==> config.mk <==
export PLATFORM = sky130hd
export DESIGN_NAME = seq_bit_serializer
export DESIGN_NICKNAME = d
export VERILOG_FILES = /design/src/rtl/seq_bit_serializer.sv
export SDC_FILE = /design/constraint.sdc
export NUM_CORES = 1
export LEC_CHECK = 0
export CAP_MARGIN = 10
export CORE_MARGIN = 1.5
export CORE_UTILIZATION = 55
export CTS_CLUSTER_DIAMETER = 80
export DETAILED_ROUTE_END_ITERATION = 8
export PLACE_DENSITY = 0.88
export SYNTH_ARGS = -nofsm -noshare
export SYNTH_HDL_FRONTEND = slang
export SYNTH_SLANG_ARGS = --single-unit
==> constraint.sdc <==
create_clock -name clk -period 3.2 [get_ports clk]
set_input_delay 0.32 -clock clk [delete_from_list [all_inputs] [get_ports clk]]
set_output_delay 0.32 -clock clk [all_outputs]
set_load 0.01 [all_outputs]
==> src/rtl/seq_bit_serializer.sv <==
// seq_bit_serializer
//   Double-buffered parallel-to-serial converter feeding a bit-stream
//   sequence detector. Words arrive over a valid/ready handshake into a
//   hold register; the shift register emits one bit per enabled clock.
//   The shift register reloads from the hold register on the same edge
//   that consumes the last bit, so back-to-back words stream with no gap.
//
// Ports
//   clk        in   1      clock, all state on posedge
//   rst_n      in   1      asynchronous active-low reset
//   in_data    in   WIDTH  parallel word
//   in_valid   in   1      in_data valid
//   in_ready   out  1      hold register empty
//   ser_en     in   1      downstream advance enable (0 stalls current bit)
//   ser_bit    out  1      current serial bit (registered)
//   ser_valid  out  1      ser_bit meaningful (registered)
//   word_done  out  1      one-cycle pulse after the last bit of a word
//   busy       out  1      hold register full or shifting
module seq_bit_serializer #(
    parameter int WIDTH     = 8,
    parameter bit MSB_FIRST = 1'b1
) (
    input  logic             clk,
    input  logic             rst_n,
    input  logic [WIDTH-1:0] in_data,
    input  logic             in_valid,
    output logic             in_ready,
    input  logic             ser_en,
    output logic             ser_bit,
    output logic             ser_valid,
    output logic             word_done,
    output logic             busy
);

    localparam int CNT_W = (WIDTH > 2) ? $clog2(WIDTH) : 1;
    localparam logic [CNT_W-1:0] CNT_LAST = CNT_W'(WIDTH - 1);

    typedef enum logic {
        IDLE  = 1'b0,
        SHIFT = 1'b1
    } state_e;

    state_e             state_q, state_d;
    logic [WIDTH-1:0]   hold_q, hold_d;
    logic               hold_valid_q, hold_valid_d;
    logic [WIDTH-1:0]   shift_q, shift_d;
    logic [CNT_W-1:0]   cnt_q, cnt_d;
    logic               ser_bit_q, ser_bit_d;
    logic               word_done_q, word_done_d;

    logic advance;
    logic last;
    logic accept;
    logic load;

    // Bit at the output end of a word for the configured bit order.
    function automatic logic out_bit(input logic [WIDTH-1:0] w);
        return MSB_FIRST ? w[WIDTH-1] : w[0];
    endfunction

    // Move the next bit into the output position.
    function automatic logic [WIDTH-1:0] shift_one(input logic [WIDTH-1:0] w);
        return MSB_FIRST ? {w[WIDTH-2:0], 1'b0} : {1'b0, w[WIDTH-1:1]};
    endfunction

    assign ser_valid = (state_q == SHIFT);
    assign in_ready  = ~hold_valid_q;
    assign ser_bit   = ser_bit_q;
    assign word_done = word_done_q;
    assign busy      = hold_valid_q | ser_valid;

    assign advance = ser_valid & ser_en;
    assign last    = (cnt_q == CNT_LAST);
    assign accept  = in_valid & ~hold_valid_q;
    // Reload either from idle or on the edge that consumes the last bit,
    // which is what gives gap-free streaming.
    assign load    = hold_valid_q & (~ser_valid | (advance & last));

    always_comb begin
        state_d      = state_q;
        hold_d       = hold_q;
        hold_valid_d = hold_valid_q;
        shift_d      = shift_q;
        cnt_d        = cnt_q;
        ser_bit_d    = ser_bit_q;
        word_done_d  = advance & last;

        // accept needs an empty hold, load needs a full one: never both.
        if (accept) begin
            hold_d       = in_data;
            hold_valid_d = 1'b1;
        end

        if (load) begin
            shift_d      = hold_q;
            cnt_d        = '0;
            state_d      = SHIFT;
            hold_valid_d = 1'b0;
            ser_bit_d    = out_bit(hold_q);
        end else if (advance && last) begin
            state_d   = IDLE;
            cnt_d     = '0;
            ser_bit_d = 1'b0;
        end else if (advance) begin
            shift_d   = shift_one(shift_q);
            cnt_d     = cnt_q + CNT_W'(1);
            ser_bit_d = out_bit(shift_d);
        end
    end

    always_ff @(posedge clk or negedge rst_n) begin
        if (!rst_n) begin
            state_q      <= IDLE;
            hold_q       <= '0;
            hold_valid_q <= 1'b0;
            shift_q      <= '0;
            cnt_q        <= '0;
            ser_bit_q    <= 1'b0;
            word_done_q  <= 1'b0;
        end else begin
            state_q      <= state_d;
            hold_q       <= hold_d;
            hold_valid_q <= hold_valid_d;
            shift_q      <= shift_d;
            cnt_q        <= cnt_d;
            ser_bit_q    <= ser_bit_d;
            word_done_q  <= word_done_d;
        end
    end

endmodule
-- Yosys cells after proc, flatten, opt, wreduce, memory -nomap -nowiden
Index checks and enable logic that the tools add are counted.
- equality and inequality tests: 2
- add/subtract/negate cells: 1
- mux-type cells: 13
- bitwise logic cells: 8
- reduce and logical (&&, ||, !) cells: 6
- operators by type and width (operator ; number):
    7-bit two-way mux ; 3
    3-bit two-way mux ; 3
    1-bit two-way mux ; 7
    2-bit nonzero test ; 3
    1-bit bitwise AND ; 4
    3-bit by 1-bit adder with 3-bit output (second input constant) ; 1
    3-bit == test (second input constant) ; 1
    3-bit nonzero test ; 1
    2-bit inequality test (second input constant) ; 1
    1-bit inverter ; 2
    1-bit bitwise OR ; 2
    2-bit AND reduction ; 1
    1-bit logical AND ; 1
- flip-flop bits (word level): 22
- input bits: 12
- output and inout bits: 5
- word-level logic and storage cells: 37

-- Longest topological paths before layout
Gate-level depths: netlist of run 1.
- depth after elaboration: 6
- gate-level depth with buffers: 7
- mapped depth without buffers: 6

-- Least setup slack after synthesis of run 1
Ideal clock, no wire load.
- path kind: flip-flop to flip-flop
- start: register cnt_q[0]
- end: register shift_q[1]
- buffers on the path: 1
- arrival time: 1.473 ns
- cell stages (with the launch flop): 8
- library setup time: 0.126 ns
- setup slack: 1.601 ns
- period minus slack after synthesis: 1.599 ns
- required time: 3.074 ns
- cell sequence: dfrtp_1 > ha_1 > ha_1 > a21boi_4 > nand2b_4 > buf_12 > mux2i_1 > o21ai_1
- cells in the longest elaborated chain, start to end: 6
- elaborated cells between the ends (all ways): 9
- classes of those cells: 2 x eq/ne; 1 x mux; 3 x bitwise; 3 x reduce/logical
- ends and longest elaborated chain (element ; line ; source):
    start, declared ; 47 ; logic [CNT_W-1:0] cnt_q, cnt_d;
    start signal, assigned ; 125 ; cnt_q <= cnt_d;
    3-bit == test (*) ; 73 ; assign last = (cnt_q == CNT_LAST);
    1-bit bitwise AND ; 77 ; assign load = hold_valid_q & (~ser_valid | (advance & last));
    1-bit bitwise OR ; 77 ;
    1-bit bitwise AND ; 77 ;
    2-bit inequality test (no source line) or 2-bit nonzero test (tied branches) ; -- ;
    2-bit AND reduction (no source line) ; -- ;
    end signal, assigned ; 124 ; shift_q <= shift_d;
    end, declared ; 46 ; logic [WIDTH-1:0] shift_q, shift_d;
Mark *: on every way between the ends. The rest lies on a longest branch, timed or not.
A chain may end at the register's enable or synchronous reset.

-- Final worst setup path of run 1
- start: register state_q (netlist: ser_valid)
- end: output busy
- cells in the longest elaborated chain, start to end: 1
- ends and longest elaborated chain (element ; line ; source):
    start, declared ; 43 ; state_e state_q, state_d;
    start signal, assigned ; 121 ; state_q <= state_d;
    1-bit bitwise OR ; 70 ; assign busy = hold_valid_q | ser_valid;
    end, declared ; 32 ; output logic busy
Every way passes these cells.

==> results of run 1 <==
## layout make-up
| cell class | count | area share, % |
|---|---|---|
| multi-input combinational | 58 | 34.8 |
| clock buffer | 3 | 1.87 |
| sequential | 22 | 45.6 |
| timing repair buffer | 16 | 13.3 |
| tap | 25 | 2.59 |
| inverter | 6 | 1.87 |
## power by group
part           switching (mW)  internal, mW  total (mW)  leakage, nW
clock network          0.0757        0.0438       0.119       0.0138
registers              0.0729         0.384       0.457        0.273
logic                   0.134         0.153       0.286        0.291
total                   0.282         0.581       0.863        0.578
## registers in the layout, summed over array words and instances, names as in the netlist
register / count
cnt_q: 3
hold_q: 8
hold_valid_q: 1
ser_bit: 1
ser_valid: 1
shift_q: 7
word_done: 1
## worst register-to-register path, cell delays in order (launching register included)
cell      delay, ns
dfrtp_1        0.43
ha_1           0.21
ha_1           0.29
a21boi_4       0.18
nand2b_4       0.22
mux2i_1        0.23
o21ai_1        0.08
## final timing paths
path / startpoint / end / slack (ns)
min in group asynchronous: rst_n / cnt_q[0] / 0.55
hold reg to reg: hold_q[7] / hold_q[7] / 0.50
setup reg to reg: cnt_q[0] / shift_q[4] / 1.44
max in group asynchronous: rst_n / ser_bit / 2.06
hold / removal: hold_q[7] / hold_q[7] / 0.50
setup / recovery: ser_valid / busy / 1.34
## layer usage
| layer | track usage, % | up-vias | part of all wire (%) |
|---|---|---|---|
| met5 | 0 | - | 0 |
| met4 | 6.86 | 0 | 0.55 |
| met3 | 3.53 | 2 | 2.9 |
| met2 | 36.4 | 13 | 52 |
| met1 | 22.8 | 352 | 44 |
| li1 | - | 337 | - |
## cells by family (layout without fill, tap and decap cells)
group,after synthesis,after routing,synth area share (%)
mux,14,14,14.3
buf+inv,11,25,7.07
compound gates,20,20,13.2
fa+ha+maj,2,2,2.40
flops,22,22,52.8
simple gates,22,22,10.3
## Yosys cell counts (2+ instances only)
master and number:
dfrtp_1 22, nand2_1 11, o21ai_1 10, mux2_1 7, mux2i_1 7, inv_1 4, nor2_1 3, buf_4 2
ha_1 2, inv_2 2, nand3_1 2, nor2b_1 2, o21ai_0 2
==> qor.yml, run 1 <==
crit_type: "reg2out"
ys_types: 28
cts_hold_buf: 0
worstPathCellList: "nor2_1 -> inv_1 -> clkdlybuf4s50_1"
setup_ws_ns: 1.34
core_sq_um: 1750
drt-wirelength-per-cell_microns: 14.0
grt_pass1_wl_microns: 2970
clkTransAtPathRegs_ns: 0.11
cts_made_buffers: 3
grt_pass1_vias: 696
relSlewSlack_pct: 34.9
setup_viol: 0
rows: 15
synthCells: 91
synth.cell_area_sq_um: 1040
whs_path_depth: 1
crit_family: "buffers and inverters"
clk_path_buf_depth: 2
antenna_found_initial: 0
status: "finished, final reports clean"
multiInputGateArea_sq_um: 419
cts_tree: "yes"
dpl.hpwl_microns: 1330
wirelength_microns: 1830
critical-path-slowest-cell: "dfrtp_1"
hold_ws_ns: 0.498
hold_path_class: "reg2reg"
mostFrequentLayoutCells: "22 x dfrtp_1, 16 x clkdlybuf4s50_1, 11 x nand2_1, 10 x o21ai_1"
nets: 121
p_leak_nw: 0.578
synth.area.top_cells: "dfrtp_1 53%, mux2_1 7.6%, mux2i_1 6.7%"
ir_worst_vdd_uv: 511
cts_setup_buffers: 0
ff_latch_area_sq_um: 551
cts.sinks: 22
finalSetupTns_ns: 0
num_vias: 704
fin_worst_skew_ns: 0.00219
die_area_sq_um: 2170
track_usage_pct: 19.8
rsz0062_at_grt: "no"
ant_nets: 0
insertion_delay_ns: 0.29
critPathArrivalTime_ns: 1.54
finalMaxSlewViolations: 0
diodes: 0
critPathBufInv: 2
maxCapViolCount: 0
port_buffers: 16
max_freq_mhz: 538
nFillCells: 144
reg2reg_depth: 6
ys.flop_type: "dfrtp_1"
syn_nets: 105
cts_resized: 0
drt-pass1-iter-count: 4
yosysTopAreaCell: "dfrtp_1"
ys_ff_latch: 22
hold_viol: 0
async_flop_share_pct: 100
yosysSeqAreaShare_pct: 52.8
yosys_warnings: 0
worstPathMaxFanout: 10
initial_core_util_pct: 59.8
timing.final.crit_share_pct: 58.1
yosysTopAreaCellShare_pct: 52.8
cellPowerDensity_nw_per_um2: 715
worst_ep_required_time_ns: 2.88
via_per_inst: 5.42
final_cells: 130
period_needed_ns: 1.86
die_w_microns: 46.6
dp_slack_ns: 1.25
grt-ovfl-total: 0
dpl_cell_area_sq_um: 1180
design_area_sq_um: 1210
total_power_uw: 863
clock-root-buffer: "clkbuf_4"
grt_max_degree: 23
drc: 0
max_stage_delay_ns: 0.50
cp-end-kind: "primary output"
final_common_cell: "dfrtp_1"
critPathLaunchType: "flip-flop"
fp.dieH_microns: 46.6
syn_avg_cell_area_sq_um: 11.5
syn_to_final_growth_pct: 15.6
post-route-util_pct: 69.1
htree_levels: 1
tightestPinTransition_ns: 0.974
drive_gt1_share_pct: 7.62
first_iter_violations: 5
synth_edf_count: 0
place_congestion: 0.823
cp.depth: 3
boundaryPins: 17
dpl.cell_count: 127
Note: power is estimated with default switching activity, not from simulation.
==> run 2: changes to the inputs <==
--- a/config.mk
+++ b/config.mk
@@ -7,10 +7,10 @@
 export LEC_CHECK = 0
 export CAP_MARGIN = 10
 export CORE_MARGIN = 1.5
-export CORE_UTILIZATION = 55
+export CORE_UTILIZATION = 46
 export CTS_CLUSTER_DIAMETER = 80
 export DETAILED_ROUTE_END_ITERATION = 8
-export PLACE_DENSITY = 0.88
+export PLACE_DENSITY = 0.79
 export SYNTH_ARGS = -nofsm -noshare
 export SYNTH_HDL_FRONTEND = slang
 export SYNTH_SLANG_ARGS = --single-unit
==> constraint.sdc (replaced) <==
create_clock -name clk -period 1.68 [get_ports clk]
set_input_delay 0.168 -clock clk [delete_from_list [all_inputs] [get_ports clk]]
set_output_delay 0.168 -clock clk [all_outputs]
set_load 0.01 [all_outputs]
==> qor.yml, run 2 (same netlist as run 1, synthesis figures left out) <==
drive_gt1_share_pct: 20.7  # +13 points
cp-end-kind: "primary output"
fp.dieH_microns: 50.6  # +8.8%
via_per_inst: 5.13  # -5.2%
htree_levels: 1  # unchanged
num_vias: 739  # +5.0%
critical-path-slowest-cell: "dfrtp_2"
port_buffers: 16  # unchanged
worstPathMaxFanout: 7  # -3
critPathBufInv: 2  # unchanged
worst_ep_required_time_ns: 1.51  # -1.37 ns
startpoint: "ser_valid"
clk_path_buf_depth: 2  # unchanged
final_common_cell: "dfrtp_1"
period_needed_ns: 1.61
boundaryPins: 17  # unchanged
diodes: 0  # unchanged
cts_tree: "yes"
final_cells: 144  # +11%
fin_worst_skew_ns: 0.00269  # +0.000504 ns
largest_register_ffs: 8  # unchanged
clkTransAtPathRegs_ns: 0.11  # about the same
antenna_found_initial: 0  # unchanged
finalMaxSlewViolations: 0  # unchanged
track_usage_pct: 14.5  # -5.3 points
tightestPinTransition_ns: 0.480  # -0.494 ns
grt-ovfl-total: 0  # unchanged
ff_latch_area_sq_um: 553  # +0.45%
critPathLaunchType: "flip-flop"
ant_nets: 0  # unchanged
max_freq_mhz: 620
wirelength_microns: 1850  # +1.5%
crit_family: "buffers and inverters"
rows: 17  # +2
status: "finished, final reports clean"
cts_made_buffers: 3  # unchanged
drc: 0  # unchanged
insertion_delay_ns: 0.30  # about the same
syn_to_final_growth_pct: 26.3
reg_top3: "hold_q: 8 flops, shift_q: 7 flops, cnt_q: 3 flops"
regMostFlops: "hold_q"
die_area_sq_um: 2560  # +18%
hold_path_class: "in2async"
mostFrequentLayoutCells: "20 x dfrtp_1, 16 x clkdlybuf4s50_1, 11 x nand2_1, 11 x buf_4, 10 x o21ai_1"
grt_pass1_wl_microns: 2760  # -7.2%
initial_core_util_pct: 48.1  # -12 points
max_stage_delay_ns: 0.48  # -0.02 ns
cts_hold_buf: 0  # unchanged
r2r_start: "cnt_q[0]"
worstPathCellList: "nor2_4 -> inv_1 -> clkdlybuf4s50_1"
dpl.cell_count: 134  # +5.5%
p_leak_nw: 0.625  # +8.1%
cts.sinks: 22  # unchanged
grt_max_degree: 23  # unchanged
nFillCells: 185  # +28%
multiInputGateArea_sq_um: 442  # +5.4%
die_w_microns: 50.6  # +8.8%
dp_slack_ns: 0.0267  # -1.22 ns
place_congestion: 0.816  # -0.81%
clock-root-buffer: "clkbuf_4"
ir_worst_vdd_uv: 697  # +36%
relSlewSlack_pct: 68.0  # +33 points
cellPowerDensity_nw_per_um2: 1360  # +90%
core_sq_um: 2170  # +24%
critPathArrivalTime_ns: 1.44  # -0.10 ns
hold_ws_ns: 0.194  # -0.304 ns
drt-wirelength-per-cell_microns: 12.9  # -8.3%
first_iter_violations: 11  # +6
nets: 132  # +9.1%
dpl.hpwl_microns: 1260  # -5.8%
maxCapViolCount: 0  # unchanged
setup_viol: 0  # unchanged
hold_viol: 0  # unchanged
drt-pass1-iter-count: 4  # unchanged
crit_type: "reg2out"
setup_ws_ns: 0.0683  # -1.27 ns
grt_pass1_vias: 652  # -6.3%
timing.final.crit_share_pct: 95.9
run 2: cell types whose count changed in the layout (fill, tap and decap cells not counted):
cell	change
dfrtp_2	+2
ha_2	+1
nor2_4	+1
buf_4	+11
ha_4	+1
ha_1	-2
nor2_1	-1
dfrtp_1	-2
run 2: metrics by stage:
step,total power [mW],util (%),instance area [sq um],TNS [ns]
2_1_floorplan,1.26,-,1040,0
5_1_grt,1.90,60.7,1320,-0.0181
3_5_place_dp,1.45,56.1,1220,0
4_1_cts,1.69,57.4,1240,0
6_report,1.79,60.7,1320,0
3_3_place_gp,1.41,56.1,1220,0
run 2: path summary, 6_finish.rpt:
kind / cells after the start / end / slack, ns
min in group clk: 3 / hold_q[0] / 0.41
min: 2 / word_done / 0.19
min reg2reg: 1 / hold_q[7] / 0.49
max in group asynchronous: 2 / ser_valid / 1.24
max: 3 / busy / 0.07
max reg2reg: 6 / shift_q[1] / 0.11
run 2: per-layer routing:
metal,share of wire [%],global-route usage [%]
met1,46,19.0
met2,49,23.9
met3,4.0,2.68
met4,0.76,5.41
met5,0,0
run 2: layout make-up:
| type | instances | share of cell area (%) |
|---|---|---|
| tap | 28 | 2.66 |
| clock buffer | 3 | 1.71 |
| multi-input combinational | 58 | 33.5 |
| sequential | 22 | 42.0 |
| timing repair buffer | 27 | 18.4 |
| inverter | 6 | 1.71 |
run 2: report_power, final:
group	switching, mW	total (mW)	internal (mW)
registers	0.140	0.875	0.735
logic	0.293	0.681	0.388
clock network	0.148	0.232	0.0836
total	0.581	1.79	1.21
run 2: timing repair:
item	4_1_cts	5_1_grt
setup endpoints to repair	1	7
buffers inserted	0	7
cloned	0	0
gates resized for setup	3	4
endpoints found under the hold margin	0	0
pin swaps	0	1
